`src/rtl/link_frame_sequencer.sv`:
```
// link_frame_sequencer: frame-level controller for the Hamming/interleave/QPSK
// link. It enables the interleaver, serializes the interleaved word into 2-bit
// symbols, re-assembles the demodulated symbols after LAT cycles, hands the
// word to the deinterleaver and reports completion.
//
// Handshake semantics: inter_en and deinter_en are level requests held high
// for the whole wait; the partner answers with a single-cycle *_eno strobe
// that is sampled on the clock edge. sym_valid marks every cycle that carries
// a live symbol on sym_o; there is no back-pressure on the symbol path.
//
// Optional build macro LINK_SEQ_LOOPBACK_CHECK_EN adds the `mismatch` output,
// which compares the received word against the transmitted word in DONE.
// dbg_state exposes the FSM state for checkers.
module link_frame_sequencer #(
    parameter int FRAME_BITS = 28,
    parameter int LAT        = 3,
    parameter int TIMEOUT    = 255
) (
    input  logic                  clk,
    input  logic                  rst,
    input  logic                  start,
    output logic                  inter_en,
    input  logic                  inter_eno,
    input  logic [FRAME_BITS-1:0] inter_data_i,
    output logic [1:0]            sym_o,
    output logic                  sym_valid,
    input  logic [1:0]            sym_i,
    output logic                  deinter_en,
    output logic [FRAME_BITS-1:0] deinter_data_o,
    input  logic                  deinter_eno,
    output logic                  busy,
    output logic                  done,
    output logic                  err,
    output logic [7:0]            frame_cnt,
`ifdef LINK_SEQ_LOOPBACK_CHECK_EN
    output logic                  mismatch,
`endif
    output logic [2:0]            dbg_state
);

    localparam int NSYM = FRAME_BITS / 2;
    localparam int KW   = $clog2(NSYM + 1);
    localparam logic [KW-1:0] SYM_LAST = KW'(NSYM - 1);
    localparam logic [7:0]    TO_LAST  = 8'(TIMEOUT - 1);

    typedef enum logic [2:0] {
        S_IDLE  = 3'd0,
        S_INTER = 3'd1,
        S_TX    = 3'd2,
        S_DRAIN = 3'd3,
        S_DEINT = 3'd4,
        S_DONE  = 3'd5
    } state_t;

    state_t                state_q, state_d;
    logic [FRAME_BITS-1:0] tx_word_q, tx_word_d;
    logic [FRAME_BITS-1:0] rx_word_q, rx_word_d;
    logic [FRAME_BITS-1:0] deint_word_q, deint_word_d;
    logic [KW-1:0]         k_q, k_d;
    logic [KW-1:0]         j_q, j_d;
    logic [LAT-1:0]        pipe_q, pipe_d;
    logic [7:0]            to_cnt_q, to_cnt_d;
    logic                  err_q, err_d;
    logic [7:0]            cnt_q, cnt_d;
    logic                  capture;
`ifdef LINK_SEQ_LOOPBACK_CHECK_EN
    logic                  mm_q, mm_d;
`endif

    // Next-state, counters, symbol capture and timeout handling.
    always_comb begin
        state_d      = state_q;
        tx_word_d    = tx_word_q;
        rx_word_d    = rx_word_q;
        deint_word_d = deint_word_q;
        k_d          = k_q;
        j_d          = j_q;
        to_cnt_d     = to_cnt_q;
        err_d        = err_q;
        cnt_d        = cnt_q;
`ifdef LINK_SEQ_LOOPBACK_CHECK_EN
        mm_d         = mm_q;
`endif
        // Delay line for sym_valid; its tail marks the cycle sym_i belongs to
        // the symbol issued LAT cycles earlier.
        pipe_d    = pipe_q << 1;
        pipe_d[0] = (state_q == S_TX);
        capture   = pipe_q[LAT-1] && ((state_q == S_TX) || (state_q == S_DRAIN));

        if (capture) begin
            rx_word_d[{j_q, 1'b0} +: 2] = sym_i;
            j_d = j_q + KW'(1);
        end

        case (state_q)
            S_IDLE: begin
                if (start) begin
                    state_d  = S_INTER;
                    err_d    = 1'b0;
                    to_cnt_d = 8'd0;
`ifdef LINK_SEQ_LOOPBACK_CHECK_EN
                    mm_d     = 1'b0;
`endif
                end
            end
            S_INTER: begin
                if (inter_eno) begin
                    tx_word_d = inter_data_i;
                    k_d       = '0;
                    j_d       = '0;
                    state_d   = S_TX;
                end else if (to_cnt_q == TO_LAST) begin
                    err_d   = 1'b1;
                    state_d = S_IDLE;
                end else begin
                    to_cnt_d = to_cnt_q + 8'd1;
                end
            end
            S_TX: begin
                if (k_q == SYM_LAST) begin
                    state_d = S_DRAIN;
                end else begin
                    k_d = k_q + KW'(1);
                end
            end
            S_DRAIN: begin
                // Leave on the edge of the final capture so deinter_en rises
                // one cycle after the last symbol lands.
                if (capture && (j_q == SYM_LAST)) begin
                    deint_word_d = rx_word_d;
                    to_cnt_d     = 8'd0;
                    state_d      = S_DEINT;
                end
            end
            S_DEINT: begin
                if (deinter_eno) begin
                    state_d = S_DONE;
                end else if (to_cnt_q == TO_LAST) begin
                    err_d   = 1'b1;
                    state_d = S_IDLE;
                end else begin
                    to_cnt_d = to_cnt_q + 8'd1;
                end
            end
            S_DONE: begin
                cnt_d   = cnt_q + 8'd1;
`ifdef LINK_SEQ_LOOPBACK_CHECK_EN
                mm_d    = (rx_word_q != tx_word_q);
`endif
                state_d = S_IDLE;
            end
            default: state_d = S_IDLE;
        endcase
    end

    // State and datapath registers with synchronous active-low reset.
    always_ff @(posedge clk) begin
        if (!rst) begin
            state_q      <= S_IDLE;
            tx_word_q    <= '0;
            rx_word_q    <= '0;
            deint_word_q <= '0;
            k_q          <= '0;
            j_q          <= '0;
            pipe_q       <= '0;
            to_cnt_q     <= 8'd0;
            err_q        <= 1'b0;
            cnt_q        <= 8'd0;
`ifdef LINK_SEQ_LOOPBACK_CHECK_EN
            mm_q         <= 1'b0;
`endif
        end else begin
            state_q      <= state_d;
            tx_word_q    <= tx_word_d;
            rx_word_q    <= rx_word_d;
            deint_word_q <= deint_word_d;
            k_q          <= k_d;
            j_q          <= j_d;
            pipe_q       <= pipe_d;
            to_cnt_q     <= to_cnt_d;
            err_q        <= err_d;
            cnt_q        <= cnt_d;
`ifdef LINK_SEQ_LOOPBACK_CHECK_EN
            mm_q         <= mm_d;
`endif
        end
    end

    // Outputs decode straight from state; sym_o holds the last symbol in DRAIN
    // because k stops at the final index.
    assign inter_en       = (state_q == S_INTER);
    assign sym_valid      = (state_q == S_TX);
    assign sym_o          = tx_word_q[{k_q, 1'b0} +: 2];
    assign deinter_en     = (state_q == S_DEINT);
    assign deinter_data_o = deint_word_q;
    assign busy           = (state_q != S_IDLE);
    assign done           = (state_q == S_DONE);
    assign err            = err_q;
    assign frame_cnt      = cnt_q;
    assign dbg_state      = state_q;
`ifdef LINK_SEQ_LOOPBACK_CHECK_EN
    assign mismatch       = mm_q;
`endif

endmodule

```
`config.mk`:
```
export PLATFORM = sky130hd
export DESIGN_NAME = link_frame_sequencer
export DESIGN_NICKNAME = d
export VERILOG_FILES = /design/src/rtl/link_frame_sequencer.sv
export SDC_FILE = /design/constraint.sdc
export NUM_CORES = 1
export LEC_CHECK = 0
export CAP_MARGIN = 10
export CORE_MARGIN = 3
export CORE_UTILIZATION = 26
export DETAILED_ROUTE_END_ITERATION = 10
export GPL_ROUTABILITY_DRIVEN = 0
export GPL_TIMING_DRIVEN = 0
export SLEW_MARGIN = 40
export SYNTH_ARGS = -nofsm -noshare
export SYNTH_HDL_FRONTEND = slang
export SYNTH_SLANG_ARGS = --single-unit
export TNS_END_PERCENT = 50
```
`constraint.sdc`:
```
create_clock -name clk -period 3.7 [get_ports clk]
set_input_delay 0.74 -clock clk [delete_from_list [all_inputs] [get_ports clk]]
set_output_delay 0.74 -clock clk [all_outputs]
set_load 0.005 [all_outputs]
```
# Yosys cells after proc, flatten, opt, wreduce, memory -nomap -nowiden
# Cells that the tools add are included.
# totals
reg_bits	115
inputBits	35
wordCells	73
# classes
addsub	5
n_eq_ne	15
shift	3
muxes	26
n_reduce_logical	14
# op_table
op	n
8-bit two-way mux	5
8-bit case mux with 4 select lines	1
28-bit bitwise mux	1
28-bit two-way mux	1
2-bit by 7-bit variable shift with 28-bit output (first input constant)	1
2-bit by 7-bit variable part select with 28-bit output	1
28-bit by 6-bit variable part select with 2-bit output	1
4-bit two-way mux	5
3-bit two-way mux	6
8-bit by 1-bit adder with 8-bit output (second input constant)	2
3-bit case mux with 5 select lines	1
4-bit by 1-bit adder with 4-bit output (second input constant)	2
4-bit equality test (second input constant)	2
8-bit equality test (second input constant)	1
2-bit != test (second input constant)	4
4-bit case mux with 2 select lines	1
5-bit negation with 7-bit output	1
3-bit by 2-bit equality test with 1-bit output (second input constant)	2
3-bit equality test (second input constant)	2
2-bit by 1-bit != test with 1-bit output (second input constant)	3
3-bit AND reduction	2
3-bit nonzero test	2
5-bit AND reduction	1
1-bit two-way mux	4
9 further kinds	11

# Logic depth before layout (Yosys ltp)
# Gate-level depths: netlist (run 1).
# logic_depth
word_depth	6
depth_mapped	8

# Worst setup path after synthesis (run 1)
# No wires, ideal clock.
# synth_timing
path_type	register -> output
startpoint	register k_q[1]
endpoint	output port sym_o[1]
arrival_ns	1.417
setup_slack_ns	1.543
stages_incl_launch_ff	5
path_buffers	1
path_cell_list	dfxtp_1 > clkbuf_1 > mux4_2 > mux2i_1 > o21ai_0
# synth_between
elab_chain_cells	1
# synth_lines
item	line_no	source
start: declaration	59	logic [KW-1:0] k_q, k_d;
start signal: assignment	177	k_q <= k_d;
28-bit by 6-bit variable part select with 2-bit output	193	assign sym_o = tx_word_q[{k_q, 1'b0} +: 2];
end: declaration	25	output logic [1:0] sym_o,
# No other way between the ends.

# Final worst setup path (run 1)
# Ends and elaborated chain as after synthesis.

==> impl_metrics.yaml, run 1 <==
outcome:
  outcome: "finished clean"
flow_run:
  maxCapViolations: 0
yosys:
  synth-edff-count: 0
  ys_warn_count: 0
  yosysTopAreaCellShare_pct: 46.0
  yosys.area.top_type: "dfxtp_1"
  yosysMostFrequentCell: "dfxtp_1"
  synth_area_per_cell_um2: 8.78
  yosysSeqAreaShare_pct: 46.0
  ys_top_cells_by_count: "dfxtp_1, nand2_1, a21oi_1"
  synth.distinct_cells: 51
  synth_area_um2: 5000
  synth_ff_type: "dfxtp_1"
  yosys-top-cells-area: "dfxtp_1, nand2_1, a21oi_1"
  synth-async-reset-ratio_pct: 0
  ys_ff_latch: 115
  synth_cells: 570
  synth.net_count: 614
place:
  hpwl_um: 9220
  dp_cells: 911
  port_buffers: 81
setup_path:
  crit_path_end_kind: "output pin"
  timing.rr.start: "j_q[0]"
  r2r_slack_ns: 1.12
  startpoint_type: "flip-flop"
  r2r_cells: 6
  crit_type: "reg -> out"
  required_ns: 2.96
  cp_max_fo: 10
  worstPathArrival_ns: 2.62
  rr_endpoint: "rx_word_q[11]"
cells_and_area:
  diodes: 0
  syn2layout_area_growth_pct: 36.0
  final_cells: 943
  final_net_count: 714
  layout-drive-gt1-share_pct: 9.66
drt:
  drtIter0Drc: 233
  drt-total-wl_um: 13200
  routedWlPerCell_um: 14.0
  drc_errors: 0
  post_drt_via_cell_ratio: 4.54
  ant_nets: 0
  dr.pass1.iters: 7
  num_vias: 4284
grt:
  grt_usage_pct: 13.0
  grt_pass1_wl_um: 21400
  grt_max_degree: 17
  overflow: 0
  antenna_found_initial: 0
  grt_pass1_vias: 4178
pwr:
  ir_drop_v: 0.000297
  p_per_area_nw_per_um2: 563
  power_leakage_nw: 2.50
clocking:
  cts-hold-fix-buffers: 0
  post_cts_buffers: 0
  clk_pin_slew_worst_paths_ns: 0.06
  cts_resized: 0
  clock_path_buffers: 2
  cts_root_buf: "clkbuf_16"
  cts_made_buffers: 17
  clock_latency_ns: 0.42
  htreeDepth: 4
  clock_sinks: 115
  tritoncts: "built"
sta:
  finalCritPeriodShare_pct: 90.9
  slew_viol_final: 0
  setup_viol: 0
  hold_viol_final: 0
  fmax_mhz: 297
  skew_ns: 0.0136
  fin_tns_setup_ns: 0
  finalCriticalPeriod_ns: 3.36
  worst_pin_slew_ns: 0.617
  relSlewSlack_pct: 58.9
  rsz0062_at_grt: "false"
floorplanning:
  rows: 50
  die_h_um: 145
  dieArea_um2: 20900
  initial_utilization_pct: 26.6
  die_w_um: 145
  core_area_um2: 18800
  num_io_pins: 82
min_path:
  min_path_cells: 1
  hold_path_class: "reg -> reg"
  whs_endpoint: "pipe_q[1]"
  hold_path_startpoint: "pipe_q[0]"
-- routing by layer --
| layer | part of all wire [%] | wire length, um | global-route usage [%] | vias up |
|---|---|---|---|---|
| met3 | 5.0 | 659 | 3.45 | 23 |
| met1 | 48 | 6330 | 17.0 | 1966 |
| met5 | 0 | 0 | 0 | - |
| met2 | 46 | 6020 | 20.5 | 104 |
| met4 | 1.6 | 211 | 4.86 | 0 |
| li1 | - | - | - | 2191 |
-- final cells by class --
cell class                 instances  area (um^2)
fill                            1941        12000
multi-input combinational        411         2500
sequential                       115         2300
timing repair buffer              81          811
clock buffer                      21          470
tap                              260          325
clock inverter                    11          198
buffer                            36          168
inverter                           8         30.0
-- through the flow --
stage	hold WS, ns	worst slack, ns	total power, mW	utilization, %	instance area (um^2)
after floorplan	0.412	1.54	1.78	-	5000
after global placement	0.421	0.807	2.02	32.6	6140
after detailed placement	0.433	0.780	2.02	32.6	6140
after CTS	0.447	0.344	3.87	36.2	6810
after global routing	0.465	0.243	4.01	36.2	6810
final	0.442	0.338	3.84	36.2	6810
-- state kept, by name, indices dropped and copies added (netlist names) --
signal	count
dbg_state	3
pipe_q	3
k_q	4
j_q	4
to_cnt_q	8
frame_cnt	8
rx_word_q	28
tx_word_q	28
deinter_data_o	28
err	1
-- cells in the final DEF, fill, tap and decap left out, types with 6 or more instances in the layout --
| cell | netlist | final |
|---|---|---|
| a21oi_1 | 68 | 68 |
| and3_1 | 6 | 6 |
| buf_2 | 11 | 11 |
| clkbuf_1 | 20 | 21 |
| clkbuf_16 | 0 | 17 |
| clkdlybuf4s50_1 | 0 | 81 |
| dfxtp_1 | 115 | 115 |
| ha_1 | 9 | 9 |
| inv_1 | 7 | 7 |
| mux2i_1 | 29 | 29 |
| mux4_2 | 6 | 6 |
| nand2_1 | 100 | 100 |
| nand2b_1 | 7 | 7 |
| nand3_1 | 20 | 20 |
| nand4_1 | 9 | 9 |
| nor2_1 | 48 | 48 |
| o21ai_0 | 32 | 32 |
| or4_1 | 6 | 6 |
| xor2_1 | 10 | 10 |
-- worst max path at each step --
stage                start  endpoint  slack (ns)
detailed placement  k_q[1]  sym_o[1]        0.78
floorplan           k_q[1]  sym_o[1]        1.54
CTS                 k_q[1]  sym_o[1]        0.34
global route        k_q[1]  sym_o[1]        0.24
global placement    k_q[1]  sym_o[1]        0.81
finish              k_q[1]  sym_o[1]        0.34
-- where the power goes --
part / switching (mW) / internal (mW) / leakage, nW
clock: 0.591 / 1.25 / 0.324
combinational: 0.350 / 0.272 / 1.25
sequential: 0.0584 / 1.31 / 0.929
-- worst max-delay path, stage by stage (launching register included) --
cell	delay [ns]
dfxtp_1	0.38
clkbuf_1	0.50
mux4_2	0.61
mux2i_1	0.13
o21ai_0	0.12
clkdlybuf4s50_1	0.47
-- logic make-up after synthesis --
group / share of synthesized area (%)
AND/OR/NAND/NOR: 22.7
AO/OA/AOI/OAI: 13.8
flip-flops: 46.0
buffers and inverters: 3.95
multiplexers: 8.50
XOR/XNOR: 2.83
adder cells (fa/ha/maj): 2.25
(Power assumes the default switching activity.)
==> run 2, diff against run 1 <==
--- a/config.mk
+++ b/config.mk
@@ -8,9 +8,11 @@
 export CAP_MARGIN = 10
 export CORE_MARGIN = 3
 export CORE_UTILIZATION = 26
+export CTS_CLUSTER_SIZE = 30
 export DETAILED_ROUTE_END_ITERATION = 10
 export GPL_ROUTABILITY_DRIVEN = 0
 export GPL_TIMING_DRIVEN = 0
+export PLACE_DENSITY = 0.51
 export SLEW_MARGIN = 40
 export SYNTH_ARGS = -nofsm -noshare
 export SYNTH_HDL_FRONTEND = slang
==> impl_metrics.yaml, run 2 (same netlist as run 1, synthesis figures left out) <==
outcome:
  outcome: "finished clean"
sta:
  slew_viol_final: 0
  fin_tns_setup_ns: 0
  setup_viol: 0
  hold_viol_final: 0
  finalCritPeriodShare_pct: 90.2
  skew_ns: 0.0159
  relSlewSlack_pct: 56.3
  finalCriticalPeriod_ns: 3.34
  worst_pin_slew_ns: 0.656
  setup_ws_ns: 0.361
  rsz0062_at_grt: "false"
  hold_slack_ns: 0.438
  fmax_mhz: 299
grt:
  grt_usage_pct: 13.1
  grt_max_degree: 17
  grt_pass1_wl_um: 21600
  antenna_found_initial: 0
  grt_pass1_vias: 4340
  overflow: 0
cells_and_area:
  diodes: 0
  fill_cells: 1947
  final_cell_mix: "dfxtp_1, nand2_1, clkdlybuf4s50_1"
  layout-drive-gt1-share_pct: 9.38
  syn2layout_area_growth_pct: 34.5
  final_common_cell: "dfxtp_1"
  final_net_count: 714
pwr:
  p_per_area_nw_per_um2: 535
  ir_drop_v: 0.000328
  power_leakage_nw: 2.46
min_path:
  whs_endpoint: "pipe_q[1]"
  min_path_cells: 1
  hold_path_startpoint: "pipe_q[0]"
  hold_path_class: "reg -> reg"
floorplanning:
  rows: 50
  die_h_um: 145
  dieArea_um2: 20900
  num_io_pins: 82
  die_w_um: 145
  initial_utilization_pct: 26.6
  core_area_um2: 18800
clocking:
  tritoncts: "built"
  cts_made_buffers: 17
  htreeDepth: 4
  clock_latency_ns: 0.41
  clk_pin_slew_worst_paths_ns: 0.05
  cts-hold-fix-buffers: 0
  cts_resized: 0
  cts_root_buf: "clkbuf_16"
  clock_sinks: 115
  post_cts_buffers: 0
  clock_path_buffers: 2
drt:
  routedWlPerCell_um: 14.2
  num_vias: 4299
  post_drt_via_cell_ratio: 4.56
  ant_nets: 0
  drtIter0Drc: 172
  drc_errors: 0
  dr.pass1.iters: 4
  drt-total-wl_um: 13400
setup_path:
  timing.rr.start: "j_q[0]"
  startpoint_type: "flip-flop"
  crit_path_end_kind: "output pin"
  worstPathArrival_ns: 2.60
  cp_max_fo: 10
  crit_type: "reg -> out"
  r2r_cells: 6
  r2r_slack_ns: 1.16
  required_ns: 2.96
  rr_endpoint: "rx_word_q[11]"
flow_run:
  maxCapViolations: 0
place:
  preCtsSetupSlack_ns: 0.741
  port_buffers: 81
  hpwl_um: 9790
-- run 2: cell count changes in the layout (fill, tap and decap cells not counted), sizes merged --
cell      change
bufinv        -3
clkbuf        +2
clkinv        -1
clkinvlp      +2
inv           -1
-- run 2: critical path: stages (launching register included) --
cell and delay (ns):
dfxtp_1 0.38, clkbuf_1 0.49, mux4_2 0.60, mux2i_1 0.13
o21ai_0 0.12, clkdlybuf4s50_1 0.47
-- run 2: report_power, final --
group,internal (mW),switching [mW]
sequential,1.31,0.0601
clock,1.06,0.549
combinational,0.272,0.351
-- run 2: layout make-up --
type | instances | area, um^2 | share of cell area, %
Multi-Input combinational cell | 411 | 2500 | 37.2
Sequential cell | 115 | 2300 | 34.2
Timing Repair Buffer | 81 | 811 | 12.0
Clock buffer | 23 | 488 | 7.25
Tap cell | 260 | 325 | 4.83
Buffer | 36 | 168 | 2.49
Clock inverter | 8 | 101 | 1.51
Inverter | 8 | 30.0 | 0.446
-- run 2: stage by stage --
| stage | std cells | total power [mW] | cell area (um^2) | utilization [%] |
|---|---|---|---|---|
| after detailed placement | 911 | 2.03 | 6140 | 32.6 |
| after floorplan | 570 | 1.78 | 5000 | - |
| after global routing | 942 | 3.80 | 6730 | 35.7 |
| final | 942 | 3.60 | 6730 | 35.7 |
| after CTS | 942 | 3.65 | 6730 | 35.7 |
| after global placement | 911 | 2.01 | 6140 | 32.6 |
-- run 2: worst max path at each step --
stage,from,end,slack (ns),depth (start not counted)
2_1_floorplan,k_q[1],sym_o[1],1.54,4
3_3_place_gp,k_q[1],sym_o[1],0.78,5
3_5_place_dp,k_q[1],sym_o[1],0.74,5
4_1_cts,k_q[1],sym_o[1],0.29,5
5_1_grt,k_q[1],sym_o[1],0.13,5
6_report,k_q[1],sym_o[1],0.36,5
-- run 2: layer usage --
layer	vias up	share of wire [%]	track usage, %
li1	2183	-	-
met3	16	4.4	4.14
met1	2008	47	16.6
met5	-	0	0
met4	0	1.2	3.83
met2	92	48	21.4
==> run 3, diff against run 2 <==
--- a/config.mk
+++ b/config.mk
@@ -5,6 +5,7 @@
 export SDC_FILE = /design/constraint.sdc
 export NUM_CORES = 1
 export LEC_CHECK = 0
+export ABC_CLOCK_PERIOD_IN_PS = 3700
 export CAP_MARGIN = 10
 export CORE_MARGIN = 3
 export CORE_UTILIZATION = 26
@@ -13,6 +14,7 @@
 export GPL_ROUTABILITY_DRIVEN = 0
 export GPL_TIMING_DRIVEN = 0
 export PLACE_DENSITY = 0.51
+export SKIP_LAST_GASP = 1
 export SLEW_MARGIN = 40
 export SYNTH_ARGS = -nofsm -noshare
 export SYNTH_HDL_FRONTEND = slang
==> results of run 3 <==
Final layout, timing and power as in run 2 (identical DEF).
